File: config.mk
export PLATFORM = sky130hd
export DESIGN_NAME = line_clear
export DESIGN_NICKNAME = d
export VERILOG_FILES = /design/src/rtl/line_clear_pkg.sv /design/src/rtl/line_clear_row_collapse.sv /design/src/rtl/line_clear.sv
export SDC_FILE = /design/constraint.sdc
export NUM_CORES = 1
export LEC_CHECK = 0
export CELL_PAD_IN_SITES_DETAIL_PLACEMENT = 1
export CELL_PAD_IN_SITES_GLOBAL_PLACEMENT = 1
export CORE_ASPECT_RATIO = 1.75
export CORE_UTILIZATION = 35
export DETAILED_ROUTE_END_ITERATION = 10
export GPL_TIMING_DRIVEN = 0
export PLACE_DENSITY = 0.78
export SYNTH_ARGS = -nofsm -noshare
export SYNTH_HDL_FRONTEND = slang
export SYNTH_HIERARCHICAL = 1
export SYNTH_SLANG_ARGS = --single-unit
File: constraint.sdc
create_clock -name clka -period 2 [get_ports clka]
set_input_delay 0.2 -clock clka [delete_from_list [all_inputs] [get_ports clka]]
set_output_delay 0.2 -clock clka [all_outputs]
set_load 0.01 [all_outputs]
File: src/rtl/line_clear_pkg.sv
// Shared definitions for the line-clear stage: board geometry defaults, the
// (row,col) -> bit index mapping, FSM state encoding and the points table.
package line_clear_pkg;

  // Board geometry defaults, identical to those used by move_piece.
  localparam int ROWS_DEF = 8;
  localparam int COLS_DEF = 4;

  typedef enum logic [1:0] {
    ST_IDLE   = 2'd0,
    ST_SCAN   = 2'd1,
    ST_FINISH = 2'd2
  } state_t;

  // Row 0 is the top of the board; columns are packed LSB-first within a row.
  function automatic int unsigned bit_idx(input int unsigned row,
                                          input int unsigned col,
                                          input int unsigned cols);
    return row * cols + col;
  endfunction

  // Points awarded for clearing n rows in a single landing.
  function automatic logic [3:0] pts(input int unsigned n);
    case (n)
      0:       return 4'd0;
      1:       return 4'd1;
      2:       return 4'd3;
      3:       return 4'd5;
      default: return 4'd8;
    endcase
  endfunction

endpackage

File: src/rtl/line_clear_row_collapse.sv
// Combinational row test and collapse: reports whether the selected row is
// full and produces the board with that row removed and everything above it
// shifted down by one, a zero row entering at the top.
module row_collapse
  import line_clear_pkg::*;
#(
  parameter int ROWS  = ROWS_DEF,
  parameter int COLS  = COLS_DEF,
  localparam int ROW_W = $clog2(ROWS),
  localparam int N     = ROWS * COLS
) (
  input  logic [N-1:0]     board_i,
  input  logic [ROW_W-1:0] row_i,
  output logic             row_full_o,
  output logic [N-1:0]     board_o
);

  assign row_full_o = &board_i[bit_idx(32'(row_i), 0, COLS) +: COLS];

  // Rows 1..row_i take the row above; rows below row_i pass through.
  always_comb begin
    // NOTE: a full default before the conditional loop keeps every bit assigned on every path, so no latch is inferred.
    board_o = board_i;
    for (int unsigned r = 1; r < ROWS; r++) begin
      if (r <= 32'(row_i)) begin
        board_o[bit_idx(r, 0, COLS) +: COLS] = board_i[bit_idx(r - 1, 0, COLS) +: COLS];
      end
    end
    board_o[COLS-1:0] = '0;
  end

endmodule

File: src/rtl/line_clear.sv
// Line-clear stage: after a piece lands, scans the settled board bottom-up,
// collapses every full row, then reports the cleaned board, rows cleared,
// a saturating running score and a sticky game-over flag.
module line_clear
  import line_clear_pkg::*;
#(
  parameter int ROWS    = ROWS_DEF,
  parameter int COLS    = COLS_DEF,
  parameter int SCORE_W = 8,
  localparam int N      = ROWS * COLS,
  localparam int ROW_W  = $clog2(ROWS),
  localparam int CNT_W  = $clog2(ROWS + 1)
) (
  input  logic               clka,
  input  logic               reset,
  input  logic               start,
  input  logic [N-1:0]       board_in,
  output logic               busy,
  output logic               done,
  output logic [N-1:0]       board_out,
  output logic [2:0]         lines,
  output logic [SCORE_W-1:0] score,
  output logic               game_over
);

  state_t             state_q;
  logic [N-1:0]       work_q;
  logic [ROW_W-1:0]   row_q;
  logic [CNT_W-1:0]   cnt_q;
  logic               busy_q;
  logic               done_q;
  logic [N-1:0]       board_q;
  logic [2:0]         lines_q;
  logic [SCORE_W-1:0] score_q;
  logic               go_q;

  logic               row_full;
  logic [N-1:0]       collapsed;
  logic [2:0]         lines_d;
  logic [SCORE_W:0]   score_sum;
  logic [SCORE_W-1:0] score_d;

  row_collapse #(
    .ROWS (ROWS),
    .COLS (COLS)
  ) u_collapse (
    .board_i    (work_q),
    .row_i      (row_q),
    .row_full_o (row_full),
    .board_o    (collapsed)
  );

  // Result values for the FINISH step: saturated line count and score.
  always_comb begin
    lines_d   = (cnt_q > CNT_W'(7)) ? 3'd7 : cnt_q[2:0];
    score_sum = {1'b0, score_q} + (SCORE_W + 1)'(pts(32'(cnt_q)));
    score_d   = score_sum[SCORE_W] ? '1 : score_sum[SCORE_W-1:0];
  end

  // Control FSM with registered outputs; a full row is re-checked after the collapse.
  always_ff @(posedge clka) begin
    if (reset) begin
      // NOTE: the working board is cleared on reset as well, so an aborted scan leaves no stale rows behind.
      state_q <= ST_IDLE;
      work_q  <= '0;
      row_q   <= '0;
      cnt_q   <= '0;
      busy_q  <= 1'b0;
      done_q  <= 1'b0;
      board_q <= '0;
      lines_q <= '0;
      score_q <= '0;
      go_q    <= 1'b0;
    end else begin
      // NOTE: non-blocking assignments so every register samples pre-edge values of the others.
      done_q <= 1'b0;
      case (state_q)
        ST_IDLE: begin
          if (start) begin
            work_q  <= board_in;
            row_q   <= ROW_W'(ROWS - 1);
            cnt_q   <= '0;
            busy_q  <= 1'b1;
            state_q <= ST_SCAN;
          end
        end
        ST_SCAN: begin
          if (row_full) begin
            work_q <= collapsed;
            cnt_q  <= cnt_q + 1'b1;
          end else if (row_q == '0) begin
            state_q <= ST_FINISH;
          end else begin
            row_q <= row_q - 1'b1;
          end
        end
        ST_FINISH: begin
          board_q <= work_q;
          lines_q <= lines_d;
          score_q <= score_d;
          done_q  <= 1'b1;
          busy_q  <= 1'b0;
          if (|work_q[COLS-1:0]) go_q <= 1'b1;
          state_q <= ST_IDLE;
        end
        default: state_q <= ST_IDLE;
      endcase
    end
  end

  assign busy      = busy_q;
  assign done      = done_q;
  assign board_out = board_q;
  assign lines     = lines_q;
  assign score     = score_q;
  assign game_over = go_q;

endmodule

==> results by group <==
Setup path
  • Reg-to-Reg Start: row_q[1]$_SDFFE_PP0P_
  • Reg-to-reg slack, setup: -360 ps
  • R2r endpoint: cnt_q[1]$_SDFFE_PP0P_
  • Crit path max fanout: 7
  • Worst Path Required: between 2000 and 2500 ps
  • Crit start category: flip-flop
  • R2R cell count: 11
  • Arr. time, crit path: approximately 2600 ps
  • Critical Path Sink Type: flip-flop
  • Crit Path Category: flip-flop to flip-flop

Pwr
  • PD cells: slightly below 800 mW/mm²
  • Total Power: a little over 5 mW
  • Gate power share: ~28%
  • Leak: 2.30 nW
  • Sequential Power Share: roughly two fifths
  • Clock power share: 30.4%
  • Internal power: 3.41 mW
  • Psw: around 1.7 mW
  • VDD IR max: 0.318 mV
  • Sw Ratio: between 30% and 40%

Detailed routing
  • Met3 WL: ~700 µm
  • Vias/cell: 5.60
  • Top Metal Used: met4
  • Antenna-violating nets left: 0
  • Violation count after the first detailed-route iteration: between 300 and 400
  • DR DRC count: 0
  • Total Wirelength: roughly 17000 µm
  • Routed wl met2: ~9400 µm
  • Iteration count of the initial detailed-routing pass: 4
  • WL/cell: 21.0 µm
  • DR vias: approximately 4600
  • Metal-1 WL: between 6000 and 7000 µm

Finish
  • Fraction of layout cells with a size suffix above 1: 33.8%
  • Fillers: around 1400
  • # diodes: 0
  • Most frequent cells in the layout: 140 x nand2_1, 79 x clkdlybuf4s50_1, 57 x dfxtp_1
  • Layout area overhead: 48.8%
  • Final #Nets: 698
  • Storage element area: around 0.0018 mm²
  • Most common cell after layout, fill and taps aside: nand2_1
  • Footprint of the multi-input gates: ~0.0027 mm²

Die
  • Cell row count: between 50 and 60
  • Die area: approximately 0.013 mm²
  • Initial Utilization: about 36%
  • Area of the core: roughly 0.012 mm²
  • Die width: about 86 µm
  • Die span in y: between 100 and 150 µm
  • Io pins: 81

Clocking
  • CTS sink cnt: between 80 and 90
  • Hold-fix buffer count after cts: 0
  • Longest Clk Path Bufs: 2
  • CTS tree: built
  • H-tree lvl count: 3
  • CTS buffer count: 9
  • Clock root buffer: clkbuf_16
  • Clock transition at path regs: 60 ps
  • Clock Latency Late Sink: about 350 ps

Synth
  • Post-Syn Area per Cell: a little over 8 µm²
  • Yosys top cell area share: 40.2%
  • Cells after Synth: 529
  • Synth warnings: 6
  • Synth area leaders: dfxtp_1 40%, nand2_1 12%, mux2_2 7.3%, a311oi_2 5.2%, a21oi_1 4.8%
  • Yosys reg bits: 87
  • Mapped cell area: around 0.0043 mm²
  • Yosys cell types: 44
  • Ys async rst share: 0%
  • Sequential element share of the synthesized area: between 40 and 50%
  • Most used DFF post-synth: dfxtp_1
  • Number of synthesized flops with an enable pin: 0
  • Post-synth top area cell: dfxtp_1

Timing
  • Final Worst Setup Slack: -356 ps
  • TNS Setup: -7370 ps
  • Final hold vios: 0
  • Setup repair after global routing missed its margin: true
  • Final setup violation count: 47
  • Worst Tran Pin Value: 896 ps
  • Worst hold margin: approximately 430 ps
  • Max Clock Freq: between 400 and 500 MHz
  • Fin. max-slew vios: 0
  • Final worst-path cycle share: 118%
  • Worst Skew: around 14 ps
  • Worst relative slew slack: ~40%
  • Final min period: ~2400 ps

Global routing
  • Vias in the first global route: approximately 4900
  • GRT Util Overall: 26.3%
  • Global-route wire length before repair: between 20000 and 30000 µm
  • Initial antenna violation count: 0
  • Gr ovfl total: 0
  • Largest net degree at the start of global routing: 14

Worst hold path
  • Worst hold path endpoint: work_q[3]$_SDFFE_PP0P_
  • Worst hold stages: 3
  • Hold crit path type: input pin to flip-flop
  • Hold_sp: board_in[3]

Place
  • Placer congestion estimate: about 0.83
  • Placed wire-length estimate: a little over 10000 µm
  • Input/output buffers: 79

Run status
  • Violated checks: setup timing
  • Status: finished, violations left

Flow run
  • Max Cap Violations: 0
[sequential cells by signal, summed over array words and instances (netlist names)]
signal	flops
board_out	32
busy	1
cnt_q	4
done	1
game_over	1
lines	3
row_q	3
score	8
state_q	2
work_q	32
[critical path, stage by stage (launching register included)]
cell     delay [ps]
dfxtp_4         410
nand3_1         100
o22ai_1         220
o21ai_1         140
o21ai_2         280
mux2i_4         130
nor2_4          160
buf_4           140
buf_6           110
buf_8           130
mux2i_1         280
nor2_1           90
[repair_timing]
| item | 4_1_cts | 5_1_grt |
|---|---|---|
| cloned | 6 | 1 |
| setup buffers | 25 | 11 |
| hold endpoints to repair | 0 | 0 |
| setup endpoints to repair | 47 | 47 |
| gates resized for setup | 90 | 70 |
| pin swaps | 40 | 24 |
[cell usage after synthesis, types with 2 or more instances]
master	count
nand2_1	140
dfxtp_1	87
nor2_1	53
a21oi_1	42
mux2_2	28
buf_2	21
a311oi_1	19
a311oi_2	15
nor3_1	15
inv_1	12
clkbuf_1	10
buf_4	9
ha_1	9
nand3_1	9
o21ai_0	7
a211oi_1	6
nand2b_1	5
a31oi_1	4
nand4_1	4
buf_6	3
xnor2_1	3
and4_1	2
mux2i_1	2
o221ai_1	2
o22ai_1	2
or4_1	2
[cell type report]
class / instances / area share (%)
Multi-Input combinational cell: 389 / 41.7
Sequential cell: 87 / 27.8
Timing Repair Buffer: 115 / 18.9
Buffer: 39 / 3.63
Clock buffer: 11 / 3.61
Tap cell: 165 / 3.20
Inverter: 12 / 0.776
Clock inverter: 4 / 0.369
[power by group through the flow]
stage                     Sequential (mW)  Combinational (mW)  Clock, mW
after floorplan                      2.01               0.670          0
after global placement               2.06               0.917          0
after detailed placement             2.07               0.959          0
after CTS                            2.04                1.33       1.55
after global routing                 2.11                1.51       1.62
final                                2.10                1.43       1.55
[how the worst max path moves through the flow]
stage	from	end	slack (ps)	cells after the start
after floorplan	cnt_q[0]$_SDFFE_PP0P_	score[3]$_SDFFE_PP0P_	20	11
after global placement	row_q[1]$_SDFFE_PP0P_	work_q[11]$_SDFFE_PP0P_	-460	10
after detailed placement	row_q[1]$_SDFFE_PP0P_	work_q[11]$_SDFFE_PP0P_	-480	10
after CTS	row_q[1]$_SDFFE_PP0P_	work_q[7]$_SDFFE_PP0P_	-180	12
after global routing	cnt_q[1]$_SDFFE_PP0P_	score[0]$_SDFFE_PP0P_	-370	10
final	row_q[1]$_SDFFE_PP0P_	cnt_q[1]$_SDFFE_PP0P_	-360	11
[kinds of logic (layout without fill, tap and decap cells)]
kind of cell / after synthesis / count (layout) / synth area share, %
AND/OR/NAND/NOR: 238 / 238 / 23.1
other: 1 / 4 / 0.0865
buffers and inverters: 56 / 181 / 6.75
XOR/XNOR: 4 / 4 / 0.808
multiplexers: 31 / 31 / 8.05
AO/OA/AOI/OAI: 102 / 102 / 17.9
adder cells (fa/ha/maj): 10 / 10 / 3.06
flip-flops: 87 / 87 / 40.2
[stage by stage]
stage	area, µm²	worst slack (ps)	cells	util, %
2_1_floorplan	4370	18.6	532	-
3_3_place_gp	5370	-455	776	44.5
3_5_place_dp	5370	-481	776	44.5
4_1_cts	6300	-181	820	52.2
5_1_grt	6450	-368	822	53.5
6_report	6450	-356	822	53.5
[metal layers]
| layer | global-route usage (%) | up-vias |
|---|---|---|
| li1 | - | 2074 |
| met1 | 27.3 | 2288 |
| met2 | 48.5 | 171 |
| met3 | 2.82 | 69 |
| met4 | 17.7 | 0 |
| met5 | 0 | - |
Note: power is estimated with default switching activity, not from simulation.
